File: src/rtl/operand_stage.sv
// Operand stage between decode and execute.
// Picks each source operand from register zero, the EX/MEM result, the
// write-back data or the register file, in that priority order. It detects
// load-use hazards, inserts a bubble on a stall or a flush, and registers
// the EX payload. It also keeps a saturating count of load-use stall cycles.
module operand_stage #(
  parameter int DATA_W = 32,
  parameter int CTRL_W = 8
) (
  input  logic              clk,
  input  logic              rst,
  input  logic              id_valid,
  input  logic [4:0]        id_rs,
  input  logic [4:0]        id_rt,
  input  logic              id_uses_rs,
  input  logic              id_uses_rt,
  input  logic [4:0]        id_dst,
  input  logic              id_reg_write,
  input  logic              id_mem_read,
  input  logic [DATA_W-1:0] id_imm,
  input  logic [CTRL_W-1:0] id_ctrl,
  input  logic [DATA_W-1:0] rd_data1,
  input  logic [DATA_W-1:0] rd_data2,
  input  logic              exm_reg_write,
  input  logic [4:0]        exm_dst,
  input  logic [DATA_W-1:0] exm_result,
  input  logic              wb_reg_write,
  input  logic [4:0]        wb_dst,
  input  logic [DATA_W-1:0] wb_data,
  input  logic              flush,
  output logic              ex_valid,
  output logic [DATA_W-1:0] ex_op_a,
  output logic [DATA_W-1:0] ex_op_b,
  output logic [DATA_W-1:0] ex_imm,
  output logic [CTRL_W-1:0] ex_ctrl,
  output logic [4:0]        ex_dst,
  output logic              ex_reg_write,
  output logic              ex_mem_read,
  output logic              stall,
  output logic [15:0]       stall_count
);

  logic              ex_valid_reg;
  logic [DATA_W-1:0] ex_op_a_reg;
  logic [DATA_W-1:0] ex_op_b_reg;
  logic [DATA_W-1:0] ex_imm_reg;
  logic [CTRL_W-1:0] ex_ctrl_reg;
  logic [4:0]        ex_dst_reg;
  logic              ex_reg_write_reg;
  logic              ex_mem_read_reg;
  logic [15:0]       stall_count_reg;

  logic [4:0]        src_idx [2];
  logic [DATA_W-1:0] src_rd  [2];
  logic [DATA_W-1:0] op_a_next;
  logic [DATA_W-1:0] op_b_next;
  logic              kill;

  assign src_idx[0] = id_rs;
  assign src_idx[1] = id_rt;
  assign src_rd[0]  = rd_data1;
  assign src_rd[1]  = rd_data2;

  // Each operand is selected by the same priority chain. EX/MEM is newer
  // than write-back, so it wins when both match. The write-back bypass
  // covers a register file that is written and read on the same edge.
  for (genvar gi = 0; gi < 2; gi++) begin : g_fwd
    logic [DATA_W-1:0] sel;
    assign sel = (src_idx[gi] == 5'd0)                          ? '0 :
                 (exm_reg_write && (exm_dst == src_idx[gi]))    ? exm_result :
                 (wb_reg_write  && (wb_dst  == src_idx[gi]))    ? wb_data :
                                                                  src_rd[gi];
  end

  assign op_a_next = g_fwd[0].sel;
  assign op_b_next = g_fwd[1].sel;

  // A load in EX cannot forward in time, so a consumer in ID waits one cycle.
  assign stall = id_valid && ex_valid_reg && ex_mem_read_reg && (ex_dst_reg != 5'd0) &&
                 ((id_uses_rs && (id_rs == ex_dst_reg)) ||
                  (id_uses_rt && (id_rt == ex_dst_reg)));

  assign kill = flush || stall;

  // EX payload register; a stall or a flush turns the slot into a bubble.
  always_ff @(posedge clk) begin
    if (rst) begin
      ex_valid_reg     <= 1'b0;
      ex_reg_write_reg <= 1'b0;
      ex_mem_read_reg  <= 1'b0;
      ex_op_a_reg      <= '0;
      ex_op_b_reg      <= '0;
      ex_imm_reg       <= '0;
      ex_ctrl_reg      <= '0;
      ex_dst_reg       <= '0;
    end else begin
      ex_valid_reg     <= id_valid && !kill;
      ex_reg_write_reg <= id_valid && id_reg_write && !kill;
      ex_mem_read_reg  <= id_valid && id_mem_read && !kill;
      ex_op_a_reg      <= op_a_next;
      ex_op_b_reg      <= op_b_next;
      ex_imm_reg       <= id_imm;
      ex_ctrl_reg      <= id_ctrl;
      ex_dst_reg       <= id_dst;
    end
  end

  // Count the load-use stall cycles that really take effect (no flush),
  // and saturate at all-ones.
  always_ff @(posedge clk) begin
    if (rst) begin
      stall_count_reg <= '0;
    end else if (stall && !flush && (stall_count_reg != 16'hFFFF)) begin
      stall_count_reg <= stall_count_reg + 16'd1;
    end
  end

  assign ex_valid     = ex_valid_reg;
  assign ex_op_a      = ex_op_a_reg;
  assign ex_op_b      = ex_op_b_reg;
  assign ex_imm       = ex_imm_reg;
  assign ex_ctrl      = ex_ctrl_reg;
  assign ex_dst       = ex_dst_reg;
  assign ex_reg_write = ex_reg_write_reg;
  assign ex_mem_read  = ex_mem_read_reg;
  assign stall_count  = stall_count_reg;

endmodule

File: config.mk
export PLATFORM = sky130hd
export DESIGN_NAME = operand_stage
export DESIGN_NICKNAME = d
export VERILOG_FILES = /design/src/rtl/operand_stage.sv
export SDC_FILE = /design/constraint.sdc
export NUM_CORES = 1
export LEC_CHECK = 0
export ABC_AREA = 0
export BUFFER_PORTS_ARGS = -buffer_cell sky130_fd_sc_hd__buf_2
export CAP_MARGIN = 20
export CORE_AREA = 5 5 127 129
export DETAILED_ROUTE_END_ITERATION = 16
export DIE_AREA = 0 0 132 134
export PLACE_DENSITY = 0.82
export SLEW_MARGIN = 20
export SYNTH_ARGS = -nofsm -noshare
export SYNTH_HDL_FRONTEND = slang
export SYNTH_SLANG_ARGS = --single-unit
File: constraint.sdc
create_clock -name clk -period 1.8 [get_ports clk]
set_input_delay 0.09 -clock clk [delete_from_list [all_inputs] [get_ports clk]]
set_output_delay 0.09 -clock clk [all_outputs]
set_load 0.02 [all_outputs]
# Yosys cells after proc, flatten, opt, wreduce, memory -nomap -nowiden
# Index checks and enable logic that the tools add are counted.
[word_totals] reg_bits=128 in_bits=203 output_inout_bits=129 word_cells=47
[classes] addsub=1 eq_ne=7 mux=4 reduce_logical=26
[ops] cell="2-to-1 mux 32 bit" n=4
[ops] cell="equality test 5 bit" n=6
[ops] cell="logical AND 1 bit" n=17
[ops] cell="adder 16 x 1 -> 16 bit, second input constant" n=1
[ops] cell="inequality test 16 bit, second input constant" n=1
[ops] cell="zero test 5 bit" n=2
[ops] cell="nonzero test 5 bit" n=1
[ops] cell="OR reduction 2 bit" n=2
[ops] cell="zero test 1 bit" n=2
[ops] cell="logical OR 1 bit" n=2

# Depth between registers and ports, before layout
[depth] ltp_word=7 depth_mapped=7 depth_no_buf=6

# Worst setup path before layout
# Ideal clock, no wire load.
[synth_timing] path_kind="register to register" startpoint="register stall_count_reg[0] (netlist: stall_count[0])" endpoint="register stall_count_reg[10] (netlist: stall_count[10])" setup_time_ps=121 arrival_ps=1894 t_required_ps=1679 slack_ps=-215 stages_incl_launch_ff=8 n_path_buf=1 synth_period_minus_slack_ps=2015 path_cell_list="dfxtp_1 > ha_1 > and3_1 > a41oi_4 > nand2_2 > buf_2 > nor3_1 > mux2_2"
[synth_between] elab_chain_cells=2 elab_cells_between_ends=3 cone_classes="1 x add/sub; 1 x eq/ne; 1 x reduce/logical"
[synth_rtl] item="start, declared" line="51" text="logic [15:0] stall_count_reg;"
[synth_rtl] item="start signal, assigned" line="114" text="stall_count_reg <= stall_count_reg + 16'd1;"
[synth_rtl] item="branches (longest 2 deep; another with adder 16 x 1 -> 16 bit)"
# Several ways; the timed one is not identified.
# A chain may end at the register's enable or synchronous reset.

# Worst setup path after layout
[layout_timing] startpoint="register ex_dst_reg[0] (netlist: ex_dst[0])" endpoint="register stall_count_reg[0] (netlist: stall_count[0])"
[layout_between] elab_chain_cells=6 elab_cells_between_ends=10 cone_classes="2 x eq/ne; 8 x reduce/logical"
[layout_rtl] item="start, declared" line="48" text="logic [4:0] ex_dst_reg;"
[layout_rtl] item="start signal, assigned" line="104" text="ex_dst_reg <= id_dst;"
[layout_rtl] item="equality test 5 bit (on tied branches)" line="80, 81"
[layout_rtl] item="logical AND 1 bit (on tied branches)" line="80, 81"
[layout_rtl] item="logical OR 1 bit" line="80" text="((id_uses_rs && (id_rs == ex_dst_reg)) ||"
[layout_rtl] item="logical AND 1 bit *" line="79" text="assign stall = id_valid && ex_valid_reg && ex_mem_read_reg && (ex_dst_reg != 5'd0) &&"
[layout_rtl] item="logical AND 1 bit * (2 in series)" line="113" text="end else if (stall && !flush && (stall_count_reg != 16'hFFFF)) begin"
# Every way passes the cells marked *; elsewhere a longest branch is shown, timed or not.

==> impl_metrics.prom <==
# TYPE chip_impl_metric gauge
chip_impl_info{name="run_status",value="complete, but fails checks"} 1
chip_impl_info{name="violations_in_the_final_reports",value="setup timing"} 1
chip_impl_metric{name="cts_inserted_buffers",unit=""} 17
chip_impl_metric{name="worst-endpoint-arrival",unit="ps"} 2200
chip_impl_metric{name="gr-total-overflow",unit=""} 0
chip_impl_metric{name="antenna_found_initial",unit=""} 0
chip_impl_info{name="timing.setup.critical_path_class",value="flip-flop to flip-flop"} 1
chip_impl_metric{name="core_area",unit="µm²"} 14900
chip_impl_metric{name="gp_congestion",unit=""} 0.894
chip_impl_metric{name="die_width",unit="µm"} 132
chip_impl_metric{name="syn-mean-instance-area",unit="µm²"} 9.90
chip_impl_metric{name="detail_route.drc_violations",unit=""} 0
chip_impl_metric{name="synth_area",unit="µm²"} 5350
chip_impl_metric{name="num_vias",unit=""} 5961
chip_impl_info{name="cts_tree",value="built"} 1
chip_impl_metric{name="detail_route.vias_per_cell",unit=""} 5.06
chip_impl_metric{name="worst-r2r-setup-slack",unit="ps"} -70
chip_impl_metric{name="port_buffers",unit=""} 331
chip_impl_metric{name="fin_ws",unit="ps"} -73.1
chip_impl_metric{name="grtUsageTotal",unit="%"} 22.5
chip_impl_metric{name="hold_viol_final",unit=""} 0
chip_impl_metric{name="fp_rows",unit=""} 45
chip_impl_metric{name="placedCellCount",unit=""} 1056
chip_impl_info{name="critical_path_sink_type",value="flip-flop"} 1
chip_impl_metric{name="clock_pin_slew_reported_for_the_worst_setup_and_hold_paths_after_clock_tree_synthesis",unit="ps"} 60
chip_impl_metric{name="clock-sinks",unit=""} 128
chip_impl_metric{name="finalWirelength",unit="µm"} 21400
chip_impl_metric{name="syn-instance-count",unit=""} 540
chip_impl_metric{name="h-tree-depth",unit=""} 4
chip_impl_info{name="cpMaxStageDelayCell",value="dfxtp_2"} 1
chip_impl_metric{name="clock.fmax",unit="MHz"} 534
chip_impl_metric{name="required",unit="ps"} 2120
chip_impl_metric{name="worst-slew-pin-transition",unit="ps"} 489
chip_impl_metric{name="initialDrtViolationCount",unit=""} 345
chip_impl_info{name="timing.critical_path.from_type",value="flip-flop"} 1
chip_impl_metric{name="synth.ff_latch_count",unit=""} 128
chip_impl_metric{name="p_per_area",unit="nW/µm²"} 853
chip_impl_metric{name="cap_viol_max_count",unit=""} 0
chip_impl_metric{name="die_area",unit="µm²"} 17700
chip_impl_metric{name="floorplan.initialDensity",unit="%"} 35.8
chip_impl_metric{name="io-pin-count",unit=""} 332
chip_impl_metric{name="timing.final.max_slew_violations",unit=""} 0
chip_impl_metric{name="cell_leakage_power",unit="nW"} 4.14
chip_impl_metric{name="mappedNetlistNets",unit=""} 744
chip_impl_metric{name="postLayoutCoreUtil",unit="%"} 61.0
chip_impl_metric{name="crit_path_max_incr_delay",unit="ps"} 390
chip_impl_metric{name="dr.pass1.iters",unit=""} 5
chip_impl_metric{name="wl_per_cell",unit="µm"} 18.2
chip_impl_metric{name="clock_tree.buffer_depth",unit=""} 2
chip_impl_metric{name="worst_path_fanout_max",unit=""} 8
chip_impl_metric{name="drive_above_1_share",unit="%"} 45.3
chip_impl_metric{name="yosysUniqueCellTypes",unit=""} 35
chip_impl_metric{name="nNetsFinal",unit=""} 1180
chip_impl_metric{name="worst_slew_margin_rel",unit="%"} 67.4
chip_impl_metric{name="ys_seq_area_share",unit="%"} 47.9
chip_impl_metric{name="fin_worst_skew",unit="ps"} 7.94
chip_impl_metric{name="diodes",unit=""} 0
chip_impl_info{name="hold_path_class",value="input port to flip-flop"} 1
chip_impl_info{name="rsz0062_at_grt",value="yes"} 1
chip_impl_metric{name="clock_latency_of_the_later_clocked_register_in_the_worst_skew_pair",unit="ps"} 400
chip_impl_metric{name="layout-area-overhead-vs-synth",unit="%"} 70.1
chip_impl_info{name="timing.critical_path.cells",value="xnor2_1 -> nand4_1 -> o22a_2 -> buf_4 -> clkbuf_16 -> or3_1 -> a21oi_1"} 1
chip_impl_metric{name="global_route_wire_length_before_repair",unit="µm"} 32000
chip_impl_metric{name="fin_cells",unit=""} 1177
chip_impl_metric{name="synth_warn",unit=""} 0
chip_impl_metric{name="grt_start_max_net_pins",unit=""} 65
chip_impl_metric{name="final.min_clock_period",unit="ps"} 1870
chip_impl_metric{name="final_min_period_over_clock_period",unit="%"} 104
chip_impl_metric{name="detailed_placement_wirelength_estimate",unit="µm"} 14800
chip_impl_metric{name="first_global_vias",unit=""} 6097
chip_impl_metric{name="die_h",unit="µm"} 134
chip_impl_info{name="cts.root.buffer_cell",value="clkbuf_16"} 1
chip_impl_metric{name="vdd_ir_drop_max",unit="V"} 0.000702
chip_impl_metric{name="antenna_left",unit=""} 0
chip_impl_metric{name="finalSetupViolations",unit=""} 12
## cell usage after synthesis
| master | number | area (µm²) |
|---|---|---|
| a211oi_1 | 64 | 480 |
| a21oi_1 | 16 | 80.1 |
| a21oi_2 | 1 | 8.76 |
| a41oi_4 | 1 | 27.5 |
| and2_1 | 4 | 25.0 |
| and3_1 | 5 | 31.3 |
| and3b_1 | 1 | 8.76 |
| and4_1 | 4 | 35.0 |
| buf_2 | 3 | 15.0 |
| buf_4 | 2 | 15.0 |
| buf_6 | 6 | 67.6 |
| clkbuf_1 | 27 | 101 |
| dfxtp_1 | 128 | 2560 |
| ha_1 | 1 | 12.5 |
| inv_1 | 1 | 3.75 |
| mux2_2 | 1 | 11.3 |
| mux2i_1 | 64 | 641 |
| nand2_1 | 8 | 30.0 |
| nand2_2 | 1 | 6.26 |
| nand3_1 | 8 | 40.0 |
| nand4_1 | 9 | 56.3 |
| nor2_1 | 68 | 255 |
| nor2b_1 | 46 | 288 |
| nor3_1 | 2 | 10.0 |
| nor4_1 | 4 | 25.0 |
| o21ai_0 | 5 | 25.0 |
| o21bai_1 | 2 | 15.0 |
| o22a_1 | 1 | 8.76 |
| o22ai_1 | 1 | 6.26 |
| o31ai_1 | 9 | 67.6 |
| o41ai_1 | 1 | 8.76 |
| or3_1 | 4 | 25.0 |
| or4_1 | 12 | 90.1 |
| xnor2_1 | 14 | 123 |
| xor2_1 | 16 | 140 |
## cells by family after synthesis
family	count (synthesis)	share of synthesized area, %
compound gates	101	13.6
xor+xnor	30	4.91
fa+ha+maj	1	0.234
buf+inv	39	3.79
flops	128	47.9
mux	65	12.2
simple gates	176	17.3
## placed cells by master, fill, tap and decap left out, types with 4 or more instances in the layout
master | Yosys | layout
buf_2 | 3 | 330
dfxtp_1 | 128 | 117
dlygate4sd3_1 | 0 | 80
nor2_1 | 68 | 68
mux2i_1 | 64 | 64
a211oi_1 | 64 | 64
nor2b_1 | 46 | 46
buf_4 | 2 | 32
clkbuf_16 | 0 | 18
xor2_1 | 16 | 16
xnor2_1 | 14 | 13
buf_12 | 0 | 10
nand4_1 | 9 | 9
o31ai_1 | 9 | 9
a21oi_1 | 16 | 9
nand2_1 | 8 | 8
dfxtp_2 | 0 | 8
a21oi_2 | 1 | 7
nand3_1 | 8 | 6
or4_1 | 12 | 6
or4_4 | 0 | 6
o21ai_0 | 5 | 5
and2_1 | 4 | 4
nor4_1 | 4 | 4
or3_1 | 4 | 4
clkinv_4 | 0 | 4
## power by group
part	switching, mW	total (mW)	internal (mW)	leakage, nW
Sequential	0.0468	3.03	2.98	1.07
Combinational	0.623	1.20	0.574	2.78
Clock	1.33	3.53	2.20	0.297
Total	2.00	7.76	5.76	4.14
## final timing paths
kind / from / to / depth (start not counted)
min reg2reg: stall_count[9] / stall_count[9] / 2
max: ex_dst[0] / stall_count[0] / 7
max reg2reg: ex_dst[0] / stall_count[0] / 7
min: rd_data2[25] / ex_op_b[25] / 3
## stage by stage
stage | setup TNS, ps | cell area (µm²) | hold WS (ps) | power (mW) | setup slack (ps)
floorplan | 0 | 5380 | 212 | 3.57 | 7.89
global placement | 0 | 7480 | 292 | 4.09 | 80.8
detailed placement | -48.0 | 7480 | 298 | 4.11 | -32.5
CTS | 0 | 8920 | 2.78 | 7.79 | 2.90
global route | -1170 | 9100 | 18.9 | 8.06 | -132
finish | -325 | 9100 | 26.6 | 7.76 | -73.1
## layout make-up
type                            instances  area [µm²]
Clock inverter                         14         180
Inverter                                1        3.75
Timing Repair Buffer                  455        2940
Tap cell                              188         235
Clock buffer                           18         429
Multi-Input combinational cell        373        2720
Fill cell                            1205        5820
Sequential cell                       128        2580
## metal layers
metal	vias up	GRT usage, %	part of all wire, %	wire length [µm]
li1	2806	-	-	-
met1	2815	25.3	38	8120
met2	293	40.7	53	11300
met3	47	6.56	7.0	1500
met4	0	7.26	2.6	565
met5	-	0	0	0
## repair_timing
action                     in CTS  in global routing
cloned                          0                  2
resized for setup               6                 24
setup endpoints to repair      10                 16
setup buffers                   0                  7
pin swaps                       3                  8
hold endpoints to repair      109                  0
hold buffers                   80                  0
## critical path: cells and delay by family, from the launching register on
kind	cells	cell delay, ps
AO/OA/AOI/OAI	2	430
AND/OR/NAND/NOR	2	520
flip-flops	1	390
XOR/XNOR	1	140
buffers and inverters	2	310
Power figures use the tool's default switching activity.
